## config.mk

```make
export PLATFORM = sky130hd
export DESIGN_NAME = shift_operand_decoder
export DESIGN_NICKNAME = d
export VERILOG_FILES = /design/src/rtl/shift_operand_decoder.sv
export SDC_FILE = /design/constraint.sdc
export NUM_CORES = 1
export LEC_CHECK = 0
export ABC_AREA = 1
export CORE_MARGIN = 5
export CORE_UTILIZATION = 35
export DETAILED_ROUTE_END_ITERATION = 10
export GPL_TIMING_DRIVEN = 0
export HOLD_SLACK_MARGIN = 0.03
export PLACE_DENSITY_LB_ADDON = 0.2
export SYNTH_ARGS = -nofsm -noshare
export SYNTH_HDL_FRONTEND = slang
export SYNTH_SLANG_ARGS = --single-unit
```

## constraint.sdc

```tcl
create_clock -name clk -period 1.3 [get_ports clk]
set_input_delay 0.13 -clock clk [delete_from_list [all_inputs] [get_ports clk]]
set_output_delay 0.13 -clock clk [all_outputs]
set_load 0.05 [all_outputs]
```

## src/rtl/shift_operand_decoder.sv

```systemverilog
// shift_operand_decoder: decodes ARM operand2 into barrel-shifter controls and the architectural carry-out.
// SHIFT_DECODE_RSREG_EN enables register-shifted-register decode with the Rs read handshake.
module shift_operand_decoder (
   input  logic        clk,
   input  logic        reset,
   input  logic        in_valid,
   output logic        in_ready,
   input  logic        in_i,
   input  logic [11:0] in_op2,
   input  logic [31:0] in_rm_data,
   input  logic        in_carry,
   output logic        rs_req,
   output logic [3:0]  rs_addr,
   input  logic        rs_valid,
   input  logic [31:0] rs_data,
   output logic        out_valid,
   input  logic        out_ready,
   output logic [31:0] sh_a,
   output logic [2:0]  sh_opcode,
   output logic [4:0]  sh_shift,
   output logic        sh_carry_in,
   output logic        carry_out,
   output logic        illegal
);
   localparam logic [2:0] LSL = 3'd0, LSR = 3'd1, ASR = 3'd2, ROR = 3'd3, RRX = 3'd4;

`ifdef SHIFT_DECODE_RSREG_EN
   typedef enum logic [1:0] {IDLE, RS_WAIT, OUT} state_t;
`else
   typedef enum logic [1:0] {IDLE, OUT} state_t;
`endif

   typedef struct packed {
      logic [31:0] a;
      logic [2:0]  op;
      logic [4:0]  sh;
      logic        co;
      logic        ill;
   } ctl_t;

   // The shifter rotates left, so right rotations are expressed as 32 - amount.
   function automatic ctl_t dec(input logic imm, input logic [11:0] op2, input logic [31:0] rm,
                                input logic cin, input logic [7:0] rs);
      ctl_t c;
      logic [4:0] n, m;
      logic [63:0] rv;
      n = op2[11:7];
      m = rs[4:0];
      rv = {2{{24'd0, op2[7:0]}}} >> {op2[11:8], 1'b0};
      c = '{a: rm, op: LSL, sh: 5'd0, co: cin, ill: 1'b0};
      if (imm)
         c = '{a: {24'd0, op2[7:0]}, op: ROR, sh: 5'd0 - {op2[11:8], 1'b0},
               co: (op2[11:8] == 4'd0) ? cin : rv[31], ill: 1'b0};
      else if (!op2[4])
         case (op2[6:5])
            2'd0: begin
               c.sh = n;
               c.co = (n == 5'd0) ? cin : rm[5'd0 - n];
            end
            2'd1: begin
               c.op = LSR;
               c.sh = n;
               c.co = (n == 5'd0) ? rm[31] : rm[n - 5'd1];
            end
            2'd2:
               if (n == 5'd0) begin
                  c.a  = {32{rm[31]}};
                  c.co = rm[31];
               end else begin
                  c.op = ASR;
                  c.sh = n;
                  c.co = rm[n - 5'd1];
               end
            default:
               if (n == 5'd0) begin
                  c.op = RRX;
                  c.co = rm[0];
               end else begin
                  c.op = ROR;
                  c.sh = 5'd0 - n;
                  c.co = rm[n - 5'd1];
               end
         endcase
`ifdef SHIFT_DECODE_RSREG_EN
      else if (!op2[7]) begin
         if (rs != 8'd0)
            case (op2[6:5])
               2'd0:
                  if (rs < 8'd32) begin
                     c.sh = m;
                     c.co = rm[5'd0 - m];
                  end else begin
                     c.a  = 32'd0;
                     c.co = (rs == 8'd32) & rm[0];
                  end
               2'd1:
                  if (rs < 8'd32) begin
                     c.op = LSR;
                     c.sh = m;
                     c.co = rm[m - 5'd1];
                  end else if (rs == 8'd32) begin
                     c.op = LSR;
                     c.co = rm[31];
                  end else begin
                     c.a  = 32'd0;
                     c.co = 1'b0;
                  end
               2'd2:
                  if (rs < 8'd32) begin
                     c.op = ASR;
                     c.sh = m;
                     c.co = rm[m - 5'd1];
                  end else begin
                     c.a  = {32{rm[31]}};
                     c.co = rm[31];
                  end
               default:
                  if (m == 5'd0)
                     c.co = rm[31];
                  else begin
                     c.op = ROR;
                     c.sh = 5'd0 - m;
                     c.co = rm[m - 5'd1];
                  end
            endcase
      end
`endif
      else
         c.ill = 1'b1;
      return c;
   endfunction

   state_t state_q, state_d;
   ctl_t   ctl_q, ctl_d, c;
   logic   out_valid_q, out_valid_d;
   logic   cin_q, cin_d;

`ifdef SHIFT_DECODE_RSREG_EN
   logic        rs_req_q, rs_req_d;
   logic [3:0]  rs_addr_q, rs_addr_d;
   logic [11:0] op2_q, op2_d;
   logic [31:0] rm_q, rm_d;
   logic        rs_form;

   assign rs_form = !in_i && in_op2[4] && !in_op2[7];
   assign rs_req  = rs_req_q;
   assign rs_addr = rs_addr_q;

   always_ff @(posedge clk or posedge reset)
      if (reset) begin
         rs_req_q  <= 1'b0;
         rs_addr_q <= 4'd0;
         op2_q     <= 12'd0;
         rm_q      <= 32'd0;
      end else begin
         rs_req_q  <= rs_req_d;
         rs_addr_q <= rs_addr_d;
         op2_q     <= op2_d;
         rm_q      <= rm_d;
      end
`else
   assign rs_req  = 1'b0;
   assign rs_addr = 4'd0;
`endif

   always_ff @(posedge clk or posedge reset)
      if (reset) begin
         state_q     <= IDLE;
         ctl_q       <= '0;
         out_valid_q <= 1'b0;
         cin_q       <= 1'b0;
      end else begin
         state_q     <= state_d;
         ctl_q       <= ctl_d;
         out_valid_q <= out_valid_d;
         cin_q       <= cin_d;
      end

   always_comb begin
      state_d     = state_q;
      ctl_d       = ctl_q;
      out_valid_d = out_valid_q;
      cin_d       = cin_q;
`ifdef SHIFT_DECODE_RSREG_EN
      rs_req_d  = rs_req_q;
      rs_addr_d = rs_addr_q;
      op2_d     = op2_q;
      rm_d      = rm_q;
      c = (state_q == RS_WAIT) ? dec(1'b0, op2_q, rm_q, cin_q, rs_data[7:0])
                               : dec(in_i, in_op2, in_rm_data, in_carry, 8'd0);
`else
      c = dec(in_i, in_op2, in_rm_data, in_carry, 8'd0);
`endif
      case (state_q)
         IDLE:
            if (in_valid) begin
               cin_d = in_carry;
`ifdef SHIFT_DECODE_RSREG_EN
               if (rs_form) begin
                  state_d   = RS_WAIT;
                  rs_req_d  = 1'b1;
                  rs_addr_d = in_op2[11:8];
                  op2_d     = in_op2;
                  rm_d      = in_rm_data;
               end else
`endif
               begin
                  state_d     = OUT;
                  out_valid_d = 1'b1;
                  ctl_d       = c;
               end
            end
`ifdef SHIFT_DECODE_RSREG_EN
         RS_WAIT:
            if (rs_valid) begin
               state_d     = OUT;
               rs_req_d    = 1'b0;
               out_valid_d = 1'b1;
               ctl_d       = c;
            end
`endif
         OUT:
            if (out_ready) begin
               state_d     = IDLE;
               out_valid_d = 1'b0;
            end
         default: state_d = IDLE;
      endcase
   end

   assign in_ready    = (state_q == IDLE);
   assign out_valid   = out_valid_q;
   assign sh_a        = ctl_q.a;
   assign sh_opcode   = ctl_q.op;
   assign sh_shift    = ctl_q.sh;
   assign sh_carry_in = cin_q;
   assign carry_out   = ctl_q.co;
   assign illegal     = ctl_q.ill;
endmodule

```

Yosys cells after proc, flatten, opt, wreduce, memory -nomap -nowiden

Index checks and enable logic that the tools add are counted.

Output and inout port bits: 50
Input port bits: 83
Logic and storage cells: 51
Flip-flop bits (word level): 46

Equality and inequality tests: 5
Order comparisons: 2
Shift-type cells: 1
Multiplexer cells: 24
Reductions and logical operators: 8
Add/sub/neg operators: 3

Operator list:

| kind                | count |
|---|---|
| $mux 31             | 2 |
| $mux 42             | 1 |
| $mux 40             | 1 |
| $shr 40x5->32       | 1 |
| $pmux 6 s3          | 1 |
| $lt 5x6->1 const B  | 2 |
| $bmux 1 s5          | 2 |
| $sub 1x5->5 const A | 2 |
| $mux 1              | 9 |
| $pmux 3 s3          | 1 |
| $mux 7              | 1 |
| $logic_not 5->1     | 1 |
| $mux 5              | 1 |
| $sub 5x1->5 const B | 1 |
| $eq 2x1->1 const B  | 2 |
| $logic_not 2->1     | 2 |
| $logic_not 4->1     | 1 |
| $mux 2              | 2 |
| $ne 2x2->1 const B  | 2 |
| $pmux 2 s2          | 1 |
| $reduce_and 2->1    | 2 |
| $mux 3              | 1 |
| $reduce_and 3->1    | 1 |
| $eq 2x2->1 const B  | 1 |
| other kinds (2)     | 2 |

Longest topological paths before layout

Depth after elaboration: 7
Gate-level depth with buffers: 19
Depth with buffers taken out: 16

Least setup slack after synthesis

Ideal clock, no wire load.

Path type: input-to-reg
Start point: input in_op2[7]
End point: register ctl_q (netlist bit sh_a[0])
Arrival: 1.966 ns
Library setup time: 0.131 ns
Slack: -0.798 ns
Data required time: 1.169 ns
Cell stages on the path: 13
Path buffers: 3
Path through: buf_2 > inv_2 > buf_4 > ha_1 > nand2_1 > inv_1 > ha_1 > nand2_1 > nor3_2 > nand2_1 > nand2_1 > clkbuf_1 > o211ai_1

Longest elaborated chain between the ends: 5

Ends and longest elaborated chain:

| what                 | RTL line | text |
|---|---|---|
| start, declared      | 9        | `input logic [11:0] in_op2,` |
| $logic_not 5->1      | 66       | `if (n == 5'd0) begin` |
| $mux 31              | 66       |  |
| $mux 31              | 55       | `case (op2[6:5])` |
| $mux 40              | 54       | `else if (!op2[4])` |
| $mux 42              | 51       | `if (imm)` |
| end signal, assigned | 174      | `ctl_q <= ctl_d;` |
| end, declared        | 134      | `ctl_t ctl_q, ctl_d, c;` |

Every way passes these cells.
A chain may end at the register's enable or synchronous reset.

Worst setup path in the final report

Start point: input in_op2[7]
End point: register ctl_q (netlist bit carry_out)

Longest elaborated chain between the ends: 7
Elaborated cells on any way between the ends: 15
Those cells by class: 2 x add/sub; 1 x shift; 11 x mux; 1 x reduce/logical

Ends and longest elaborated chain:

| what                                       | RTL line |
|---|---|
| $sub 5x1->5 or $sub 1x5->5 (tied branches) | n/a |
| $bmux 1 s5 (on tied branches)              | n/a |
| $mux 1 (on tied branches) (2 in a row)     | n/a |
| $pmux 6 s3                                 | 55 |
| $mux 40                                    | 54 |
| $mux 42 *                                  | 51 |

Every way passes the cells marked *; elsewhere a longest branch is shown, timed or not. The select of a mux whose other input is x is not followed.

==> qor.yml <==
outcome:
  outcome: "finished with violations"
  violations: "setup timing"
synth:
  ys_seq_area_share_pct: 37.3
  synth_top_family_by_area: "simple AND/OR/NAND/NOR gates"
  syn-instance-count: 449
  ys_types: 26
  synthMuxAreaShare_pct: 0
  syn-mean-instance-area_um2: 6.57
  synthSimpleGateAreaFrac_pct: 33.3
  syn-cell-area_mm2: 0.00295
  yosysWarnings: 0
  synth_xor_area_share_pct: 2.04
  synth_compound_area_share_pct: 14.2
  synthAdderAreaFrac_pct: 2.12
  ys_seq_elements: 44
die:
  die_h_um: 102
  ios: 133
  fp.dieW_um: 102
  initial_utilization_pct: 35.9
  die_area_mm2: 0.0104
  coreArea_mm2: 0.00822
  placementRows: 33
placed_design:
  gp_congestion: 0.914
  io_buffers: 92
  placed_cell_area_mm2: 0.00419
  hpwl_um: 7650
setup_path:
  crit_start: "in_op2[7]"
  endpoint_kind: "flip-flop"
  criticalPathCategory: "input port to flip-flop"
  timing.rr.start: "out_valid"
  cp.arrival_ns: 1.76
  required_ns: 1.53
  cp_max_fo: 5
  cp-start-kind: "input port"
cells_and_area:
  area_growth_pct: 66.7
  antenna_cells: 0
  drive_gt1_share_pct: 36.9
  num-fill-cells: 756
  fin_area_mm2: 0.00491
  fin_nets: 667
sta:
  rsz0062_at_grt: "yes"
  fin_ws_ns: -0.236
  fin_skew_ns: 0.00614
  hold_viol: 0
  post-route-period-util_pct: 118
  finalSetupViolCount: 35
  max_freq_ghz: 0.651
  drv_slew: 0
  min_period_ns: 1.54
grt:
  grt_max_degree: 27
  grt_pass1_wl_um: 17000
  antenna_found_initial: 0
  grt.busiest_layer: "met2"
  grt_pass1_vias: 3411
  gr-usage-met1_pct: 28.7
  grt.met2_usage_pct: 33.5
  grtUsageTotal_pct: 20.9
  grt.overflow.total: 0
  grtUsageMet3_pct: 3.79
clocking:
  clock_path_buffers: 2
  h-tree-depth: 2
  clkLatencyLatePin_ns: 0.30
  hold_buffers: 0
  path_clk_slew_ns: 0.08
  cts_root_buf: "clkbuf_8"
  cts_made_buffers: 5
  clock_sinks: 44
  cts_tree: "done"
job:
  drv_cap: 0
routing:
  drt_iter0_drc: 329
  wirelength_um: 11100
  drtPass1Iterations: 5
  drt-vias-per-instance: 5.18
  routedWlPerCell_um: 16.1
  drc: 0
  num_vias: 3547
  drt.antenna.violating_nets: 0
min_path:
  hp-class: "input port to asynchronous set/reset pin"
power:
  total_leakage_power_nw: 2.41
  peakVddDrop_uv: 508
  p_per_area_mw_per_mm2: 1080
  power_w: 0.00530
==> registers in the layout, summed over array words and instances, names as in the netlist <==
| register | count |
|---|---|
| sh_carry_in | 1 |
| illegal | 1 |
| sh_opcode | 3 |
| sh_shift | 5 |
| out_valid | 1 |
| carry_out | 1 |
| sh_a | 32 |
==> cell families (layout without fill, tap and decap cells) <==
| logic type | Yosys count | after routing |
|---|---|---|
| compound gates | 75 | 75 |
| fa+ha+maj | 5 | 5 |
| xor+xnor | 6 | 7 |
| other cells | 1 | 5 |
| buf+inv | 76 | 202 |
| flops | 44 | 44 |
| simple gates | 242 | 242 |
==> metrics by stage <==
| step | std cells | setup TNS, ns | hold WS, ns | util, % | setup WS [ns] |
|---|---|---|---|---|---|
| after global routing | 685 | -8.43 | 0.216 | 59.8 | -0.349 |
| after CTS | 680 | -7.21 | 0.170 | 58.0 | -0.276 |
| after floorplan | 453 | -14.40 | 0.238 | - | -0.413 |
| after detailed placement | 651 | -44.64 | 0.464 | 51.0 | -1.44 |
| after global placement | 650 | -78.71 | 0.459 | 50.7 | -1.45 |
| final | 685 | -6.04 | 0.157 | 59.8 | -0.236 |
==> cell usage in the layout, fill, tap and decap left out, drive strengths merged, types with 7 or more instances in the layout <==
master         Yosys  layout
nand2            140     140
clkbuf            12      53
nand3             53      53
inv               49      48
nor2              47      47
o21ai             45      45
buf               15      45
dfrtp             44      44
clkdlybuf4s50      0      41
a21oi             14      14
clkdlybuf4s15      0      10
o211ai             7       7
==> worst paths after layout <==
path | endpoint | slack (ns) | cells after the start
worst max-delay path | carry_out | -0.24 | 15
worst min-delay path | sh_a[15] | 0.16 | 2
worst max register to register | sh_a[25] | -0.12 | 5
worst min register to register | sh_a[3] | 0.48 | 2
max in group asynchronous | out_valid | 0.65 | 3
min in group clk | sh_shift[1] | 0.19 | 3
==> repair_timing <==
item / in CTS / in global routing
buffers inserted: 17 / 4
cloned: 5 / 2
endpoints found under the setup margin: 85 / 74
gates resized for setup: 206 / 111
pin swaps: 30 / 47
==> power breakdown <==
part / internal (W) / switching, W / leakage (nW)
clock network: 0.000378 / 0.000472 / 0.0422
logic: 0.000863 / 0.00184 / 1.82
registers: 0.00161 / 0.000136 / 0.554
total: 0.00285 / 0.00245 / 2.41
==> routing by layer <==
layer  vias to the layer above  routed length, µm
li1                       1694                  -
met1                      1676               4570
met2                       153               5370
met3                        24                869
met4                         0                240
met5                         -                  0
==> critical path, stage by stage <==
cell     delay, ns
buf_8         0.11
inv_8         0.04
buf_8         0.09
ha_4          0.24
xor2_4        0.34
nand3_2       0.13
nand3_2       0.10
nand3_2       0.07
nand2_1       0.07
nand2_1       0.07
nand2_2       0.08
nand2_1       0.05
nand2_1       0.07
nand2_2       0.06
a21oi_2       0.11
==> layout make-up <==
cell class | count | area, µm² | share of cell area [%]
buffer | 25 | 244 | 4.96
clock buffer | 7 | 76.3 | 1.55
clock inverter | 1 | 5.00 | 0.102
inverter | 49 | 213 | 4.33
multi-input combinational | 334 | 2040 | 41.5
sequential | 44 | 1100 | 22.4
tap | 105 | 131 | 2.67
timing repair buffer | 120 | 1100 | 22.5
==> Yosys cell counts, drive strengths merged <==
cell | instances | area share [%]
inv | 49 | 6.2
nand3 | 53 | 9.0
a22o | 1 | 0.30
a311oi | 1 | 0.30
a31oi | 3 | 0.64
a21oi | 14 | 2.5
clkbuf | 12 | 1.5
nand2 | 140 | 18
xor2 | 4 | 1.4
o211ai | 7 | 1.8
ha | 5 | 2.1
dfrtp | 44 | 37
a22oi | 1 | 0.25
xnor2 | 2 | 0.59
o31ai | 2 | 0.51
buf | 15 | 3.1
nor2 | 47 | 6.0
nor3 | 2 | 0.51
a211oi | 1 | 0.25
conb | 1 | 0.13
o21ai | 45 | 7.6
Note: power is estimated with default switching activity, not from simulation.
